### config.mk
export PLATFORM = sky130hd
export DESIGN_NAME = mux_arbiter
export DESIGN_NICKNAME = d
export VERILOG_FILES = /design/src/rtl/mux_arbiter.sv
export SDC_FILE = /design/constraint.sdc
export NUM_CORES = 1
export LEC_CHECK = 0
export CORE_MARGIN = 2
export CORE_UTILIZATION = 41
export DETAILED_ROUTE_END_ITERATION = 10
export PLACE_DENSITY = 0.75
export SLEW_MARGIN = 0
export SYNTH_ARGS = -nofsm -noshare
export SYNTH_HDL_FRONTEND = slang
export SYNTH_SLANG_ARGS = --single-unit
### constraint.sdc
create_clock -name clk -period 1.9 [get_ports clk]
set_input_delay 0.475 -clock clk [delete_from_list [all_inputs] [get_ports clk]]
set_output_delay 0.475 -clock clk [all_outputs]
set_load 0.1 [all_outputs]
### src/rtl/mux_arbiter.sv
// -----------------------------------------------------------------------------
// mux_arbiter
//   Round-robin arbiter and sequencer for a 2:1 mux datapath. Two valid/ready
//   requesters (a, b) share one mux. The block owns the mux select, grants one
//   requester at a time with a bounded burst length, and registers the muxed
//   beat into a one-entry output stage feeding a valid/ready consumer.
//
// Parameters
//   WIDTH     data width of a_data, b_data, out_data
//   MAX_HOLD  max beats per grant while the other side is waiting (>= 1)
//
// Ports
//   clk        in   rising-edge clock
//   rst_n      in   asynchronous reset, active low
//   a_valid    in   requester a has a beat
//   a_data     in   requester a beat
//   a_ready    out  a beat accepted when a_valid & a_ready
//   b_valid    in   requester b has a beat
//   b_data     in   requester b beat
//   b_ready    out  b beat accepted when b_valid & b_ready
//   out_valid  out  output stage holds a beat
//   out_data   out  registered muxed beat
//   out_ready  in   consumer accepts when out_valid & out_ready
//   sel        out  mux select, 0 = a, 1 = b (registered)
//   busy       out  1 while a grant is held
//   a_lock     in   (MUX_ARB_LOCK_EN only) a keeps its grant past MAX_HOLD
//   b_lock     in   (MUX_ARB_LOCK_EN only) b keeps its grant past MAX_HOLD
//
// Configuration
//   MUX_ARB_LOCK_EN  when defined, adds a_lock/b_lock. While the granted side
//                    holds its lock the burst-length release is suppressed and
//                    the beat count saturates at MAX_HOLD; the grant is still
//                    released as soon as the granted side drops valid.
// -----------------------------------------------------------------------------
module mux_arbiter #(
    parameter int WIDTH    = 8,
    parameter int MAX_HOLD = 4
) (
`ifdef MUX_ARB_LOCK_EN
    input  logic             a_lock,
    input  logic             b_lock,
`endif
    input  logic             clk,
    input  logic             rst_n,
    input  logic             a_valid,
    input  logic [WIDTH-1:0] a_data,
    output logic             a_ready,
    input  logic             b_valid,
    input  logic [WIDTH-1:0] b_data,
    output logic             b_ready,
    output logic             out_valid,
    output logic [WIDTH-1:0] out_data,
    input  logic             out_ready,
    output logic             sel,
    output logic             busy
);

    localparam int            CW       = $clog2(MAX_HOLD + 1);
    localparam logic [CW-1:0] CNT_MAX  = CW'(MAX_HOLD);
    localparam logic [CW-1:0] CNT_ZERO = CW'(0);
    localparam logic [CW-1:0] CNT_ONE  = CW'(1);

    typedef enum logic [1:0] {
        IDLE  = 2'd0,
        GNT_A = 2'd1,
        GNT_B = 2'd2
    } state_t;

    // Registered state and outputs
    state_t           state_q, state_d;
    logic [CW-1:0]    cnt_q, cnt_d;
    logic             rr_b_q, rr_b_d;      // 1: b held the last grant, a wins a tie
    logic             sel_q, sel_d;
    logic             busy_q, busy_d;
    logic             out_valid_q, out_valid_d;
    logic [WIDTH-1:0] out_data_q, out_data_d;

    // Combinational helpers
    logic             a_lock_s, b_lock_s;
    logic             granted_s;
    logic             own_valid_s, oth_valid_s, own_lock_s;
    logic [WIDTH-1:0] own_data_s;
    state_t           other_s;
    logic             hold_full_s;
    logic             own_ready_s;
    logic             xfer_s;
    logic             release_s;
    logic [CW-1:0]    cnt_inc_s;

`ifdef MUX_ARB_LOCK_EN
    assign a_lock_s = a_lock;
    assign b_lock_s = b_lock;
`else
    assign a_lock_s = 1'b0;
    assign b_lock_s = 1'b0;
`endif

    // Fold the two grant states onto an "own side" / "other side" view.
    always_comb begin
        granted_s   = 1'b0;
        own_valid_s = 1'b0;
        oth_valid_s = 1'b0;
        own_lock_s  = 1'b0;
        own_data_s  = {WIDTH{1'b0}};
        other_s     = IDLE;
        case (state_q)
            GNT_A: begin
                granted_s   = 1'b1;
                own_valid_s = a_valid;
                oth_valid_s = b_valid;
                own_lock_s  = a_lock_s;
                own_data_s  = a_data;
                other_s     = GNT_B;
            end
            GNT_B: begin
                granted_s   = 1'b1;
                own_valid_s = b_valid;
                oth_valid_s = a_valid;
                own_lock_s  = b_lock_s;
                own_data_s  = b_data;
                other_s     = GNT_A;
            end
            default: begin
                granted_s   = 1'b0;
                own_valid_s = 1'b0;
                oth_valid_s = 1'b0;
                own_lock_s  = 1'b0;
                own_data_s  = {WIDTH{1'b0}};
                other_s     = IDLE;
            end
        endcase
    end

    // A full burst with the other side waiting spends one cycle handing over:
    // ready is withheld so the granted side cannot push a beat past MAX_HOLD.
    assign hold_full_s = (cnt_q == CNT_MAX) & oth_valid_s & ~own_lock_s;
    assign own_ready_s = granted_s & (~out_valid_q | out_ready) & ~hold_full_s;
    assign xfer_s      = own_valid_s & own_ready_s;
    assign release_s   = granted_s & (~own_valid_s | hold_full_s);

    assign a_ready   = own_ready_s & (state_q == GNT_A);
    assign b_ready   = own_ready_s & (state_q == GNT_B);
    assign out_valid = out_valid_q;
    assign out_data  = out_data_q;
    assign sel       = sel_q;
    assign busy      = busy_q;

    // Grant sequencing: next state, round-robin pointer and burst counter.
    always_comb begin
        state_d   = state_q;
        cnt_d     = cnt_q;
        rr_b_d    = rr_b_q;
        cnt_inc_s = cnt_q;
        case (state_q)
            IDLE: begin
                if (a_valid & b_valid) begin
                    state_d = rr_b_q ? GNT_A : GNT_B;
                end else if (a_valid) begin
                    state_d = GNT_A;
                end else if (b_valid) begin
                    state_d = GNT_B;
                end else begin
                    state_d = IDLE;
                end
            end
            GNT_A, GNT_B: begin
                if (release_s) begin
                    rr_b_d = (state_q == GNT_B);
                    cnt_d  = CNT_ZERO;
                    if (oth_valid_s) begin
                        state_d = other_s;
                    end else begin
                        state_d = IDLE;
                    end
                end else begin
                    // Count saturates at MAX_HOLD (only reachable while locked
                    // or while the other side is momentarily idle).
                    if (xfer_s && (cnt_q != CNT_MAX)) begin
                        cnt_inc_s = cnt_q + CNT_ONE;
                    end else begin
                        cnt_inc_s = cnt_q;
                    end
                    // Nobody waiting: start a fresh burst window.
                    if ((cnt_inc_s == CNT_MAX) && !oth_valid_s && !own_lock_s) begin
                        cnt_d = CNT_ZERO;
                    end else begin
                        cnt_d = cnt_inc_s;
                    end
                end
            end
            default: begin
                state_d = IDLE;
                cnt_d   = CNT_ZERO;
            end
        endcase
    end

    // One-entry output stage and registered select/busy.
    always_comb begin
        out_valid_d = out_valid_q;
        out_data_d  = out_data_q;
        if (xfer_s) begin
            out_valid_d = 1'b1;
            out_data_d  = own_data_s;
        end else if (out_ready) begin
            out_valid_d = 1'b0;
            out_data_d  = out_data_q;
        end else begin
            out_valid_d = out_valid_q;
            out_data_d  = out_data_q;
        end
        sel_d  = (state_d == GNT_B);
        busy_d = (state_d != IDLE);
    end

    // State register; asynchronous reset drops any beat held in the stage.
    always_ff @(posedge clk or negedge rst_n) begin
        if (!rst_n) begin
            state_q     <= IDLE;
            cnt_q       <= CNT_ZERO;
            rr_b_q      <= 1'b1;
            sel_q       <= 1'b0;
            busy_q      <= 1'b0;
            out_valid_q <= 1'b0;
            out_data_q  <= {WIDTH{1'b0}};
        end else begin
            state_q     <= state_d;
            cnt_q       <= cnt_d;
            rr_b_q      <= rr_b_d;
            sel_q       <= sel_d;
            busy_q      <= busy_d;
            out_valid_q <= out_valid_d;
            out_data_q  <= out_data_d;
        end
    end

endmodule

Yosys cells after proc, flatten, opt, wreduce, memory -nomap -nowiden. Cells that the tools add are included.

Register bits after elaboration: 17. Bits in latches: 0. Memory bits (writable): 0. Bits in read-only memories: 0. Input port bits: 21. Word-level logic and storage cells: 55. Memories: 0.

Add/sub/neg operators: 1. Multiply operators: 0. Divide/modulo/power cells: 0. $lt $le $gt $ge: 0. Equal/unequal tests: 6. Shifts and indexed selects: 0. Muxes and demuxes: 20. Bitwise operators: 13. Reductions and logical operators: 8.

Operators with widths (number): $pmux W8 S2 (1); $mux W3 (5); $mux W2 (6); $and A1 B1 Y1 (8); $pmux W2 S2 (2); $eq A3 B3 Y1 const B (2); $pmux W3 S2 (1); $eq A2 B2 Y1 const B (2); $pmux W1 S2 (2); $reduce_bool A2 Y1 (2); $add A3 B1 Y3 const B (1); $mux W1 (3); $ne A3 B3 Y1 const B (1); $not A1 Y1 (3); $eq A2 B1 Y1 const B (1); $logic_and A1 B1 Y1 (2); $logic_not A2 Y1 (1); $or A1 B1 Y1 (2); $reduce_and A2 Y1 (1); $reduce_or A2 Y1 (1); $logic_not A1 Y1 (1).

Depth between registers and ports, before layout. Gate-level depths: netlist of the first run.

Depth after elaboration: 15. Depth in mapped cells: 7. Gate-level depth less buffers: 6.

Worst setup path after synthesis of the first run. OpenSTA, ideal clock, no wires.

Path kind: register -> output. Start point: reg out_valid_q, in the netlist out_valid. End point: out a_ready. Data arrival time: 1.984 ns. Setup slack: -0.559 ns. Cell stages (with the launch flop): 4. Buffers on the path: 0. Path through: dfrtp_1 -> nand2b_1 -> o211a_1 -> and2_1.

Word-level cells in the longest chain between the ends: 5.

Ends and longest elaborated chain: from (decl) (RTL line 75) `logic out_valid_q, out_valid_d;`; from (signal assigned) (RTL line 232) `out_valid_q <= out_valid_d;`; $not A1 Y1 (RTL line 137) `assign own_ready_s = granted_s & (~out_valid_q | out_ready) & ~hold_full_s;`; $or A1 B1 Y1 (RTL line 137); $and A1 B1 Y1 (2 in a row) (RTL line 137); $and A1 B1 Y1 (RTL line 141) `assign a_ready = own_ready_s & (state_q == GNT_A);`; to (decl) (RTL line 47) `output logic a_ready,`.

Every way passes these cells.

Worst setup path in the final report of the first run.
Start point: in a_valid. End point: out a_ready.

Word-level cells in the longest chain between the ends: 5.

Ends and longest elaborated chain: from (decl) (RTL line 45) `input logic a_valid,`; $pmux W1 S2 (RTL line 106) `case (state_q)`; $and A1 B1 Y1 (RTL line 136) `assign hold_full_s = (cnt_q == CNT_MAX) & oth_valid_s & ~own_lock_s;`; $not A1 Y1 (RTL line 137); $and A1 B1 Y1 (RTL line 137); $and A1 B1 Y1 (RTL line 141).

Every way passes these cells.

==> impl_metrics.env, run 1 <==
export IMPL_antenna_found_initial=0
export IMPL_hpwl_um=1980
export IMPL_worstSkewPairLatency_ns=0.29
export IMPL_gp_congestion=0.870
export IMPL_drtIter0Drc=10
export IMPL_syn_area_sq_mm=0.00105
export IMPL_synth_top_area_share=0.380
export IMPL_ys_ff_latch=17
export IMPL_yosysMostFrequentCell="dfrtp_1"
export IMPL_crit_buf_inv=2
export IMPL_viasPerCell=5.58
export IMPL_slew_violations=0
export IMPL_synth_avg_cell_area_sq_um=11.5
export IMPL_area_delta_synth_final_pct=66.1
export IMPL_io_buffers=33
export IMPL_violations="setup timing"
export IMPL_dieArea_sq_mm=0.00299
export IMPL_core_area_sq_mm=0.00245
export IMPL_dr_wl_met3_um=221
export IMPL_status="finished, violations left"
export IMPL_clk_pin_slew_ns=0.11
export IMPL_synth_nets=119
export IMPL_cts_made_buffers=3
export IMPL_fmax_ghz=0.456
export IMPL_synth_edf_count=0
export IMPL_crit_family="buffers and inverters"
export IMPL_chipWidth_um=54.7
export IMPL_synthesis_instances=92
export IMPL_synth_flop_cell="dfrtp_1"
export IMPL_critPathMaxFanout=4
export IMPL_cts_hold_buf=0
export IMPL_start_kind="primary input"
export IMPL_yosysSeqAreaShare=0.405
export IMPL_tightest_slew_ns=0.298
export IMPL_critPathKind="in2out"
export IMPL_grt_setup_unrepaired="true"
export IMPL_required_ns=1.42
export IMPL_grt_pass1_wl_um=4040
export IMPL_layout_worst_path_cycle_share=1.15
export IMPL_synthTopCellsByArea="dfrtp_1, mux2_4, a22o_1, ha_1, o211a_1"
export IMPL_cts_tree="yes"
export IMPL_ys_types=32
export IMPL_slowest_stage="clkdlybuf4s50_1"
export IMPL_ant_nets=0
export IMPL_start_util=0.430
export IMPL_drcViolationCount=0
export IMPL_setup_ws_ns=-0.293
export IMPL_wl_met1_um=1050
export IMPL_io_pins=34
export IMPL_layout_nets=169
export IMPL_synth_largest_area_cell="dfrtp_1"
export IMPL_max_slew_margin=0.800
export IMPL_yosys_top_cells_count="dfrtp_1, a22o_1, mux2_4"
export IMPL_path_cells="clkdlybuf4s50_1 > a22oi_2 > o211a_1 > and2_4 > buf_12"
export IMPL_diodes=0
export IMPL_cts_sinks=17
export IMPL_fin_worst_skew_ns=0.00899
export IMPL_critPathMaxStageDelay_ns=0.56
export IMPL_async_flop_share=1.00
export IMPL_clock_root_buffer="clkbuf_4"
export IMPL_peakVddDrop_mv=1.47
export IMPL_wl_met2_um=1440
export IMPL_die_h_um=54.7
export IMPL_p_leak_nw=0.779
export IMPL_cts_buffer_depth=2
export IMPL_rows=18
export IMPL_dr_pass1_iters=4
export IMPL_grt_overflow=0
export IMPL_min_period_ns=2.19
export IMPL_via_count=954
export IMPL_arrival_ns=1.72
export IMPL_worstHoldPathType="in2async"
export IMPL_drive_gt1_frac=0.426
export IMPL_end_kind="primary output"
export IMPL_placed_area_sq_mm=0.00164
export IMPL_powerDensity_mw_per_mm2=1910
export IMPL_max_cap_violations=0
export IMPL_grt_use_total=0.190
export IMPL_htree_levels=1
export IMPL_fin_total_pwr_mw=3.35
export IMPL_grt_max_degree=18
export IMPL_hold_viol=0
export IMPL_top_layer_used="met4"
export IMPL_final_cell_area_sq_mm=0.00175
export IMPL_wl_um=2730
export IMPL_setup_viol=16
export IMPL_yosys_warnings=0
export IMPL_wl_per_cell_um=15.9
export IMPL_grt_pass1_vias=954
-- logic make-up after synthesis --
| group | count (synthesis) | share of synthesized area |
|---|---|---|
| and+or+nand+nor | 20 | 0.120 |
| DFF | 17 | 0.405 |
| AOI/OAI and AO/OA | 29 | 0.225 |
| muxes | 10 | 0.135 |
| adders and majority gates | 6 | 0.0712 |
| buffers and inverters | 10 | 0.0439 |
-- flip-flops by register name, summed over array words and instances, names as in the netlist --
name	flops
out_data	8
cnt_q	3
state_q	2
busy	1
out_valid	1
rr_b_q	1
sel	1
-- cell type report --
cell class	count	area (sq um)
Clock buffer	3	22.5
Clock inverter	1	7.51
Timing Repair Buffer	49	592
Inverter	6	22.5
Multi-Input combinational cell	65	642
Tap cell	30	37.5
Sequential cell	17	428
Fill cell	171	703
-- metal layers --
metal / vias up / GRT usage
met4: 0 / 0.0625
met3: 6 / 0.0355
met5: - / 0
li1: 441 / -
met2: 43 / 0.351
met1: 464 / 0.216
-- path summary, 6_finish.rpt --
check                      slack [ns]  cells after the start       start     endpoint
setup reg to reg                -0.20                      8  state_q[1]          sel
setup / recovery                -0.29                      5     a_valid      a_ready
hold reg to reg                  0.53                      2      rr_b_q       rr_b_q
max in group asynchronous        1.15                      2       rst_n       rr_b_q
hold / removal                   0.50                      2       rst_n  out_data[0]
min in group clk                 0.53                      2      rr_b_q       rr_b_q
-- layout by cell type (no fill, tap or decap), drive strengths merged, types with 2 or more instances in the layout --
| cell | n |
|---|---|
| o21ai | 5 |
| a21oi | 3 |
| inv | 6 |
| ha | 6 |
| dfrtp | 16 |
| mux2 | 10 |
| o211a | 3 |
| a22o | 11 |
| nand2b | 2 |
| and2 | 2 |
| nand4 | 2 |
| buf | 29 |
| nand2 | 6 |
| clkbuf | 3 |
| clkdlybuf4s50 | 19 |
| nor2 | 2 |
-- where the power goes --
part	switching (mW)	leakage, nW	internal, mW
Clock	0.124	0.0139	0.0800
Sequential	0.154	0.223	0.510
Combinational	1.44	0.542	1.04
Total	1.72	0.779	1.63
-- per-stage QoR --
| step | instances | hold WS (ns) | setup slack [ns] | util | TNS (ns) |
|---|---|---|---|---|---|
| 6_report | 171 | 0.500 | -0.293 | 0.714 | -1.63 |
| 5_1_grt | 171 | 0.520 | -0.363 | 0.714 | -2.51 |
| 4_1_cts | 169 | 0.518 | -0.285 | 0.695 | -0.598 |
| 3_5_place_dp | 163 | 0.506 | -0.356 | 0.669 | -4.72 |
| 3_3_place_gp | 163 | 0.479 | -0.333 | 0.669 | -4.04 |
| 2_1_floorplan | 92 | 0.179 | -0.0337 | - | -0.0674 |
-- repair_timing --
action | 4_1_cts | 5_1_grt
pin swaps | 5 | 5
resized for setup | 4 | 6
buffers inserted | 2 | 2
setup endpoints to repair | 10 | 13
Note: power is estimated with default switching activity, not from simulation.
==> inputs of run 2 (changes only) <==
--- a/config.mk
+++ b/config.mk
@@ -5,10 +5,13 @@
 export SDC_FILE = /design/constraint.sdc
 export NUM_CORES = 1
 export LEC_CHECK = 0
+export CELL_PAD_IN_SITES_DETAIL_PLACEMENT = 2
+export CELL_PAD_IN_SITES_GLOBAL_PLACEMENT = 2
 export CORE_MARGIN = 2
-export CORE_UTILIZATION = 41
+export CORE_UTILIZATION = 25
 export DETAILED_ROUTE_END_ITERATION = 10
-export PLACE_DENSITY = 0.75
+export GPL_ROUTABILITY_DRIVEN = 0
+export PLACE_DENSITY_LB_ADDON = 0.1
 export SLEW_MARGIN = 0
 export SYNTH_ARGS = -nofsm -noshare
 export SYNTH_HDL_FRONTEND = slang
==> run 2 against run 1 <==
Compared with the run above:
- the flow still finishes with violations (setup timing)
- clock-buffer cell count unchanged
- die area increased by 59%
- sequential power increased by 2%
- clock power increased by 42%
- flip-flop and latch count unchanged
- setup slack improved by 0.070 ns
- critical path depth increased by 1
- combinational power increased by 2%
- global-route usage decreased by 3.1 points
- cell count increased by 13%
- via count decreased by 1.4%
- wire length increased by 26%
==> impl_metrics.env, run 2 (synthesis gave the netlist of run 1 again) <==
export IMPL_end_kind="primary output"
export IMPL_clk_pin_slew_ns=0.07
export IMPL_seqPwrFrac=0.194
export IMPL_io_pins=34
export IMPL_powerDensity_mw_per_mm2=1930
export IMPL_core_area_sq_mm=0.00403
export IMPL_max_slew_margin=0.789
export IMPL_critPathMaxFanout=3
export IMPL_final_cell_area_sq_mm=0.00181
export IMPL_slowest_stage="dfrtp_1"
export IMPL_max_cap_violations=0
export IMPL_worstSkewPairLatency_ns=0.26
export IMPL_die_h_um=69.0
export IMPL_wl_met1_um=1490
export IMPL_chipWidth_um=69.0
export IMPL_setup_ws_ns=-0.223
export IMPL_drtIter0Drc=20
export IMPL_layout_nets=172
export IMPL_diodes=0
export IMPL_peakVddDrop_mv=0.613
export IMPL_critPathMaxStageDelay_ns=0.43
export IMPL_power_switching_mw=1.76
export IMPL_required_ns=1.42
export IMPL_clock_root_buffer="clkbuf_8"
export IMPL_grt_max_degree=18
export IMPL_violations="setup timing"
export IMPL_grt_overflow=0
export IMPL_htree_levels=1
export IMPL_dr_pass1_iters=4
export IMPL_antenna_found_initial=0
export IMPL_drive_gt1_frac=0.438
export IMPL_fillers=425
export IMPL_drcViolationCount=0
export IMPL_cts_buffer_depth=2
export IMPL_cts_tree="yes"
export IMPL_wl_per_cell_um=17.7
export IMPL_worstHoldPathType="reg2reg"
export IMPL_cts_sinks=17
export IMPL_dieArea_sq_mm=0.00475
export IMPL_grt_setup_unrepaired="true"
export IMPL_layout_common_cells="clkdlybuf4s50_1, buf_4, dfrtp_1, buf_12, a22o_1"
export IMPL_p_int_mw=1.73
export IMPL_viasPerCell=4.85
export IMPL_ant_nets=0
export IMPL_start_kind="register"
export IMPL_cts_made_buffers=3
export IMPL_layout_worst_path_cycle_share=1.12
export IMPL_grt_use_total=0.159
export IMPL_fin_total_pwr_mw=3.49
export IMPL_area_delta_synth_final_pct=71.8
export IMPL_grt_pass1_wl_um=5360
export IMPL_slew_violations=0
export IMPL_rows=23
export IMPL_p_leak_nw=0.809
export IMPL_fmax_ghz=0.471
export IMPL_grt_pass1_vias=1054
export IMPL_hold_viol=0
export IMPL_clkPwrFrac=0.083
export IMPL_swShare=0.504
export IMPL_min_period_ns=2.12
export IMPL_dr_wl_met3_um=197
export IMPL_path_cells="inv_2 > ha_4 > a22oi_2 > o211a_1 > and2_4 > buf_12"
export IMPL_io_buffers=33
export IMPL_crit_family="flip-flops"
export IMPL_critPathKind="reg2out"
export IMPL_hpwl_um=2600
export IMPL_pre_cts_ws_ns=-0.417
export IMPL_crit_buf_inv=2
export IMPL_wl_um=3430
export IMPL_tightest_slew_ns=0.317
export IMPL_start_util=0.262
export IMPL_largest_reg_flops=8
export IMPL_arrival_ns=1.65
export IMPL_pwr_share_comb=0.723
export IMPL_top_layer_used="met4"
export IMPL_placed_area_sq_mm=0.00168
export IMPL_via_count=941
export IMPL_fin_worst_skew_ns=0.00170
export IMPL_setup_viol=11
export IMPL_wl_met2_um=1670
export IMPL_status="finished, violations left"
[run 2: per-layer routing]
layer,global-route usage,vias to the layer above
met5,0,-
met2,0.269,25
met3,0.0276,5
met1,0.193,466
li1,-,445
met4,0.0809,0
[run 2: timing repair]
item | 4_1_cts | 5_1_grt
hold buffers | 0 | 0
pin swaps | 2 | 4
resized for setup | 8 | 3
setup endpoints to repair | 14 | 16
setup buffers | 2 | 5
[run 2: final cells by class]
type                       instances  area [sq um]  share of cell area
clock buffer                       3          41.3              0.0228
clock inverter                     1          5.00             0.00276
inverter                           6          22.5              0.0124
multi-input combinational         65           638               0.352
sequential                        17           429               0.237
tap                               50          62.6              0.0345
timing repair buffer              52           613               0.338
[run 2: final timing paths]
path,start,end,slack [ns],cells past startpoint
worst max-delay path,state_q[1],a_ready,-0.22,6
worst min-delay path,rr_b_q,rr_b_q,0.51,2
worst max register to register,state_q[0],out_data[7],-0.02,8
worst min register to register,rr_b_q,rr_b_q,0.51,2
max in group asynchronous,rst_n,rr_b_q,1.09,2
min in group asynchronous,rst_n,out_data[2],0.54,2
[run 2: power by group through the flow]
| stage | clock, mW | sequential, mW | combinational (mW) |
|---|---|---|---|
| 3_3_place_gp | 0 | 0.653 | 2.37 |
| 5_1_grt | 0.312 | 0.698 | 2.68 |
| 2_1_floorplan | 0 | 1.35 | 0.788 |
| 3_5_place_dp | 0 | 0.672 | 2.40 |
| 4_1_cts | 0.304 | 0.678 | 2.46 |
| 6_report | 0.289 | 0.677 | 2.52 |
[run 2: tightest hold or removal path, delay by kind of cell (launching register included)]
family           cells  cell delay [ns]
AO/OA/AOI/OAI        1             0.07
flip-flops           1             0.37
AND/OR/NAND/NOR      1             0.06
[run 2: through the flow]
step                instances  TNS, ns   util  hold slack (ns)
finish                    194   -0.562  0.450            0.513
global route              194    -1.91  0.450            0.562
CTS                       191   -0.430  0.439            0.519
detailed placement        185    -5.88  0.418            0.506
global placement          185    -4.38  0.418            0.482
floorplan                  92  -0.0674      -            0.179
